### config.mk
export PLATFORM = sky130hd
export DESIGN_NAME = uart_tx_axis_flat
export DESIGN_NICKNAME = d
export VERILOG_FILES = /design/src/rtl/uart_pkg.sv /design/src/rtl/my_axis_if.sv /design/src/rtl/uart_tx_bit_timer.sv /design/src/rtl/uart_tx_axis.sv /design/src/flat_wrapper.sv
export SDC_FILE = /design/constraint.sdc
export NUM_CORES = 1
export LEC_CHECK = 0
export CAP_MARGIN = 20
export CORE_MARGIN = 2
export CORE_UTILIZATION = 50
export DETAILED_ROUTE_END_ITERATION = 8
export PLACE_DENSITY = 0.79
export SYNTH_ARGS = -nofsm -noshare
export SYNTH_HDL_FRONTEND = slang
export SYNTH_SLANG_ARGS = --single-unit
export TNS_END_PERCENT = 30
### constraint.sdc
create_clock -name Clk -period 11.3 [get_ports Clk]
set_input_delay 2.26 -clock Clk [delete_from_list [all_inputs] [get_ports Clk]]
set_output_delay 2.26 -clock Clk [all_outputs]
set_load 0.02 [all_outputs]
### src/rtl/uart_pkg.sv
// Shared types and constants for the UART transmit path.
// Parity helper is only referenced when UART_TX_PARITY_EN is defined.
package uart_pkg;

    localparam int UART_DATA_W     = 8;
    localparam int UART_PRESCALE_W = 16;

    typedef enum logic [2:0] {
        IDLE   = 3'd0,
        START  = 3'd1,
        DATA   = 3'd2,
        PARITY = 3'd3,
        STOP   = 3'd4
    } tx_state_t;

    function automatic logic even_parity(input logic [UART_DATA_W-1:0] data);
        return ^data;
    endfunction

endpackage

### src/rtl/my_axis_if.sv
// Minimal AXI4-Stream bundle shared between the TX fifo and the serialiser.
interface my_axis_if #(
    parameter int DATA_W = 8,
    parameter int KEEP_W = (DATA_W + 7) / 8
) ();
    logic [DATA_W-1:0] tdata;
    logic [KEEP_W-1:0] tkeep;
    logic              tvalid;
    logic              tready;
    logic              tlast;

    modport slave  (input  tdata, tkeep, tvalid, tlast, output tready);
    modport master (output tdata, tkeep, tvalid, tlast, input  tready);
endinterface

### src/rtl/uart_tx_bit_timer.sv
// Prescale down-counter: reload at each bit start, bit ends when it reaches zero.
module uart_tx_bit_timer #(
    parameter int PRESCALE_W = 16
) (
    input  logic                  Clk,
    input  logic                  Rst,
    input  logic                  i_load,
    input  logic [PRESCALE_W-1:0] i_reload,
    output logic                  o_bit_done
);

    logic [PRESCALE_W-1:0] r_cnt;

    // Down-counter holds at zero between bits.
    always_ff @(posedge Clk) begin
        if (Rst) begin
            r_cnt <= {PRESCALE_W{1'b0}};
        end else if (i_load) begin
            r_cnt <= i_reload;
        end else if (r_cnt != {PRESCALE_W{1'b0}}) begin
            r_cnt <= r_cnt - {{(PRESCALE_W-1){1'b0}}, 1'b1};
        end else begin
            r_cnt <= r_cnt;
        end
    end

    assign o_bit_done = (r_cnt == {PRESCALE_W{1'b0}});

endmodule

### src/rtl/uart_tx_axis.sv
// AXI4-Stream byte to UART serialiser (8N1, or 8E1 when UART_TX_PARITY_EN is defined).
// Bit period comes from Prescale, latched at each accepted byte.
module uart_tx_axis
    import uart_pkg::*;
#(
    parameter int DATA_W     = UART_DATA_W,
    parameter int PRESCALE_W = UART_PRESCALE_W
) (
    input  logic                  Clk,
    input  logic                  Rst,
    my_axis_if.slave              s_axis,
    input  logic [PRESCALE_W-1:0] Prescale,
    output logic                  Txd,
    output logic                  StatusBusy
);

    localparam logic [PRESCALE_W-1:0] PRESC_ONE = {{(PRESCALE_W-1){1'b0}}, 1'b1};

    generate
        if (DATA_W != UART_DATA_W) begin : g_bad_data_w
            $error("uart_tx_axis: only DATA_W = 8 is supported");
        end
    endgenerate

    tx_state_t             r_state;
    tx_state_t             w_state_next;
    logic [DATA_W-1:0]     r_data;
    logic [2:0]            r_idx;
    logic [2:0]            w_idx_next;
    logic [PRESCALE_W-1:0] r_presc;
    logic [PRESCALE_W-1:0] w_presc_in;
    logic [PRESCALE_W-1:0] w_reload;
    logic                  r_txd;
    logic                  w_txd_next;
    logic                  r_busy;
    logic                  w_accept;
    logic                  w_start;
    logic                  w_load;
    logic                  w_bit_done;
    logic                  w_unused;

    assign w_unused      = s_axis.tlast;
    assign s_axis.tready = (r_state == IDLE) && !Rst;
    assign w_accept      = s_axis.tvalid && s_axis.tready;
    // A byte with tkeep[0] low is consumed without producing a frame.
    assign w_start       = w_accept && s_axis.tkeep[0];
    assign w_presc_in    = (Prescale == {PRESCALE_W{1'b0}}) ? PRESC_ONE : Prescale;
    assign w_reload      = w_start ? (w_presc_in - PRESC_ONE) : (r_presc - PRESC_ONE);

    uart_tx_bit_timer #(.PRESCALE_W(PRESCALE_W)) u_timer (
        .Clk        (Clk),
        .Rst        (Rst),
        .i_load     (w_load),
        .i_reload   (w_reload),
        .o_bit_done (w_bit_done)
    );

    // FSM state register.
    always_ff @(posedge Clk) begin
        if (Rst) begin
            r_state <= IDLE;
        end else begin
            r_state <= w_state_next;
        end
    end

    // Next-state, bit index and timer reload decisions.
    always_comb begin
        w_state_next = r_state;
        w_idx_next   = r_idx;
        w_load       = 1'b0;
        case (r_state)
            IDLE: begin
                if (w_start) begin
                    w_state_next = START;
                    w_load       = 1'b1;
                end else begin
                    w_state_next = IDLE;
                end
            end
            START: begin
                if (w_bit_done) begin
                    w_state_next = DATA;
                    w_idx_next   = 3'd0;
                    w_load       = 1'b1;
                end else begin
                    w_state_next = START;
                end
            end
            DATA: begin
                if (w_bit_done) begin
                    w_load = 1'b1;
                    if (r_idx == 3'd7) begin
`ifdef UART_TX_PARITY_EN
                        w_state_next = PARITY;
`else
                        w_state_next = STOP;
`endif
                    end else begin
                        w_idx_next = r_idx + 3'd1;
                    end
                end else begin
                    w_state_next = DATA;
                end
            end
`ifdef UART_TX_PARITY_EN
            PARITY: begin
                if (w_bit_done) begin
                    w_state_next = STOP;
                    w_load       = 1'b1;
                end else begin
                    w_state_next = PARITY;
                end
            end
`endif
            STOP: begin
                if (w_bit_done) begin
                    w_state_next = IDLE;
                end else begin
                    w_state_next = STOP;
                end
            end
            default: begin
                w_state_next = IDLE;
            end
        endcase
    end

    // Line level for the upcoming cycle, so Txd can be a flop.
    always_comb begin
        w_txd_next = 1'b1;
        case (w_state_next)
            START:   w_txd_next = 1'b0;
            DATA:    w_txd_next = r_data[w_idx_next];
`ifdef UART_TX_PARITY_EN
            PARITY:  w_txd_next = even_parity(r_data);
`endif
            default: w_txd_next = 1'b1;
        endcase
    end

    // Datapath registers: latched byte/prescale, bit index and outputs.
    always_ff @(posedge Clk) begin
        if (Rst) begin
            r_data  <= {DATA_W{1'b0}};
            r_presc <= PRESC_ONE;
            r_idx   <= 3'd0;
            r_txd   <= 1'b1;
            r_busy  <= 1'b0;
        end else begin
            if (w_start) begin
                r_data  <= s_axis.tdata;
                r_presc <= w_presc_in;
            end else begin
                r_data  <= r_data;
                r_presc <= r_presc;
            end
            r_idx  <= w_idx_next;
            r_txd  <= w_txd_next;
            r_busy <= (w_state_next != IDLE);
        end
    end

    assign Txd        = r_txd;
    assign StatusBusy = r_busy;

endmodule

### src/flat_wrapper.sv
// flat-port wrapper written by rule: the top's interface ports become plain ports
module uart_tx_axis_flat import uart_pkg::*;
#(
    parameter int DATA_W     = UART_DATA_W,
    parameter int PRESCALE_W = UART_PRESCALE_W
)
  (Clk, Rst, Prescale, Txd, StatusBusy, s_axis_tdata, s_axis_tkeep, s_axis_tvalid, s_axis_tlast, s_axis_tready);
  my_axis_if #(.DATA_W(DATA_W)) s_axis_i ();
  input  logic Clk;
  input  logic Rst;
  input  logic [PRESCALE_W-1:0] Prescale;
  output logic Txd;
  output logic StatusBusy;
  input wire logic [$bits(s_axis_i.tdata)-1:0] s_axis_tdata;
  input wire logic [$bits(s_axis_i.tkeep)-1:0] s_axis_tkeep;
  input wire logic [$bits(s_axis_i.tvalid)-1:0] s_axis_tvalid;
  input wire logic [$bits(s_axis_i.tlast)-1:0] s_axis_tlast;
  output wire logic [$bits(s_axis_i.tready)-1:0] s_axis_tready;
  assign s_axis_i.tdata = s_axis_tdata;
  assign s_axis_i.tkeep = s_axis_tkeep;
  assign s_axis_i.tvalid = s_axis_tvalid;
  assign s_axis_i.tlast = s_axis_tlast;
  assign s_axis_tready = s_axis_i.tready;
  uart_tx_axis #(.DATA_W(DATA_W), .PRESCALE_W(PRESCALE_W)) u_core (.Clk(Clk), .Rst(Rst), .s_axis(s_axis_i), .Prescale(Prescale), .Txd(Txd), .StatusBusy(StatusBusy));
endmodule
==> results.md <==
* Crit Reg-Reg Startpoint: u_core.u_timer.r_cnt[3]
* Core area at 4750 µm²
* CP max stage cell: clkdlybuf4s50_1
* Via count at 2460
* Netlist cell types at 53
* Tot Pwr at 0.000580 W
* Post-CTS Setup Inserts at 0
* Stages on worst setup path at 4
* Most used cell, CP: clkdlybuf4s50_1
* # DRC at 0
* TritonCTS buffer count at 5
* Mux contribution to synthesized area at under 10%
* Post-Synth XOR/XNOR Area at approximately 1.8%
* Status: finished clean
* Worst Skew at 0.00877 ns
* Critical path startpoint category: input pin
* Die width at 74.5 µm
* Hold Violations, Final at 0
* Synth warnings at 0
* Final TNS setup at 0 ns
* Compound-Gate Fraction of Synth Area at ~25%
* Count of port buffers added during placement at 30
* Simple-Gate Fraction of Synth Area at approximately a quarter
* Share of layout cells above drive strength 1 at under 10%
* Mapped Cells at approximately 310
* Fin crit period at just over 6 ns
* Pre-antenna DRT Iters at 4
* R2R Setup Slk at ~7.7 ns
* IO Count at 32
* Critical setup path kind: in -> out
* Crit-path cells: clkdlybuf4s50_1 -> buf_4 -> nor4_1 -> clkdlybuf4s50_1
* GR Overflow Total at 0
* Largest net degree at the start of global routing at 43
* Placed wire-length estimate at around 4.3 mm
* CTS tree: done
* Clock Tree Buf Depth at 2
* Crit share post-route at a little over half
* R2R depth at 9
* Number of global-route vias before repair at around 2.2k
* Clock-pin slew on the worst setup and hold paths at ~0.08 ns
* Adder-cell share of the synthesized area at roughly 1%
* Crit path launch: Rst
* CP Max Fanout at 35
* Cts hold-fix bufs at 0
* DR WL/cell at between 15 and 20 µm
* Synth Cell Area at about 2500 µm²
* Async S/R FF share, synth at 0%
* RR Endpoint: u_core.u_timer.r_cnt[10]
* CP endpoint: s_axis_tready
* Hold WS at 0.458 ns
* N_diodes at 0
* Mapped Nets at 343
* Initial DRC Count at 236
* Gpl congestion at between 0.8 and 0.9
* Area growth syn-to-layout at 18.6%
* RSZ-0062 raised after global routing: no
* Die area at between 5000 and 6000 µm²
* Antenna violations before repair at 0
* Normalized max-slew margin at 27.3%
* Initial Utilization at 52.2%
* Root Buffer: clkbuf_8
* Top delay family on crit path: buffers and inverters
* Top cell type's share of synthesized area at 38.7%
* H-Tree Depth at 2
* First-pass GRT wire length at 10.2 mm
* ANT nets after route at 0
* Largest family of logic cells by synthesized area: simple AND/OR/NAND/NOR gates
* Setup violations, final at 0
* Final Slew Violations at 0
* Die height at roughly 74 µm
* Synth area leaders: dfxtp_1, a21oi_1, nand2_1
* Area leader, netlist: dfxtp_1
* Cell Pwr Density at just under 200 nW/µm²
* Max rail drop VDD at between 0.1 and 0.15 mV
* Worst Max-Slew Pin Slew at 1.09 ns
* Register bit total from synthesis at 48
* CP Capture Type: output port
* Placed cells at ~400
* Rows at 25
* Tot GR Track Use at a little under a quarter
* Post-cts gate resize count at 0
* Clk sinks at 48
* Syn avg cell area at roughly 8 µm²
* HP Class: reg -> reg
* Final nets at 368
* Pleak at between 1 and 1.5 nW
* Max-cap violations at 0
* Worst path required time at 9.04 ns
* EDFF count, synth at 0
* Final wirelength at around 6.4 mm
* Final cell count without fillers at a little over 400
* Worst EP arrival at 3.94 ns
* Prevailing post-synth register cell: dfxtp_1
* CP max stage delay at 0.69 ns
* Clk Latency, worst-skew pair at approximately 0.31 ns
* Final core occ at about three fifths
* Fmax at roughly 0.16 GHz
* Vias per cell at 6.07
* Critical path buffer and inverter count at 3
* Seq/Total Area, Yosys at ~39%
[synth_stat cells (all sizes together), types with 2 or more instances]
cell    count
mux2        3
dfxtp      48
nor3b       2
o31ai       5
mux2i       6
or4         8
o21ai      21
a21o        4
a31o        2
nor3       12
o31a        2
buf         2
nor2       27
o311ai      3
xor2        4
inv         3
nor4        8
o211ai      3
nand2b      3
clkbuf     15
nor4b       3
or4b        2
nand3b      3
ha          2
or2         3
nand3       4
nand2      45
a21oi      43
a31oi       6
and3        2
[layout by cell type, fill, tap and decap left out, types with 3 or more instances in the layout]
master           count
or2_2                3
clkdlybuf4s50_1     30
o211ai_1             3
o21ai_0             21
xor2_1               4
buf_4                5
mux2i_1              6
nor2_1              27
nand3b_1             3
nand2_1             45
nor4_1               7
a31oi_1              6
nand2b_1             3
inv_1                3
or4_1                7
o31ai_1              5
a21o_1               4
clkbuf_8             5
dfxtp_1             48
nand3_1              4
nor3_1              11
a21oi_1             43
mux2_2               3
[worst min-delay path: stages, from the launching register on]
cell,delay [ns]
dfxtp_1,0.32
nand2_1,0.05
a21oi_1,0.05
[metal layers]
layer,part of all wire [%],vias to the layer above,track usage (%)
met2,47,76,39.4
met4,2.1,0,9.92
li1,-,1211,-
met3,6.1,14,4.07
met1,45,1159,31.0
met5,0,-,0
[report_power, final]
part	internal, W	switching, W	leakage [nW]
clock network	0.0000657	0.0000568	0.0552
registers	0.000196	0.0000206	0.391
logic	0.0000963	0.000145	0.583
[state kept, by name, summed over array words and instances, names as in the netlist]
signal                count
u_core.StatusBusy         1
u_core.r_data             8
u_core.u_timer.r_cnt     16
u_core.r_state            3
u_core.r_idx              3
u_core.Txd                1
u_core.r_presc           16
[how the worst min path moves through the flow]
stage	slack [ns]	end	cells past startpoint	startpoint
finish	0.46	u_core.r_data[5]	2	u_core.r_data[5]
global route	0.49	u_core.r_presc[14]	2	u_core.r_presc[14]
CTS	0.46	u_core.r_data[5]	2	u_core.r_data[5]
detailed placement	0.45	u_core.r_data[5]	2	u_core.r_data[5]
global placement	0.44	u_core.r_data[4]	2	u_core.r_data[4]
floorplan	0.43	u_core.r_data[6]	2	u_core.r_data[6]
[logic make-up (layout without fill, tap and decap cells)]
group                      count (synthesis)  after routing
xor gates and xnor gates                   5              5
AOI/OAI and AO/OA                        101            101
DFF                                       48             48
buffers and inverters                     20             46
adders and majority gates                  2              2
and+or+nand+nor                          127            127
muxes                                      9              9
[cell type report]
type                            instances  area, µm²
Inverter                                3       11.3
Timing Repair Buffer                   35        338
Sequential cell                        48        961
Tap cell                               67       83.8
Clock buffer                            6       72.6
Clock inverter                          2       35.0
Multi-Input combinational cell        244       1450
Fill cell                             435       1810
[stage by stage]
step | area [µm²] | worst slack (ns)
global placement | 2840 | 5.12
CTS | 2950 | 5.10
floorplan | 2480 | 5.40
detailed placement | 2840 | 5.11
finish | 2950 | 5.10
global route | 2950 | 5.04
(Power assumes the default switching activity.)
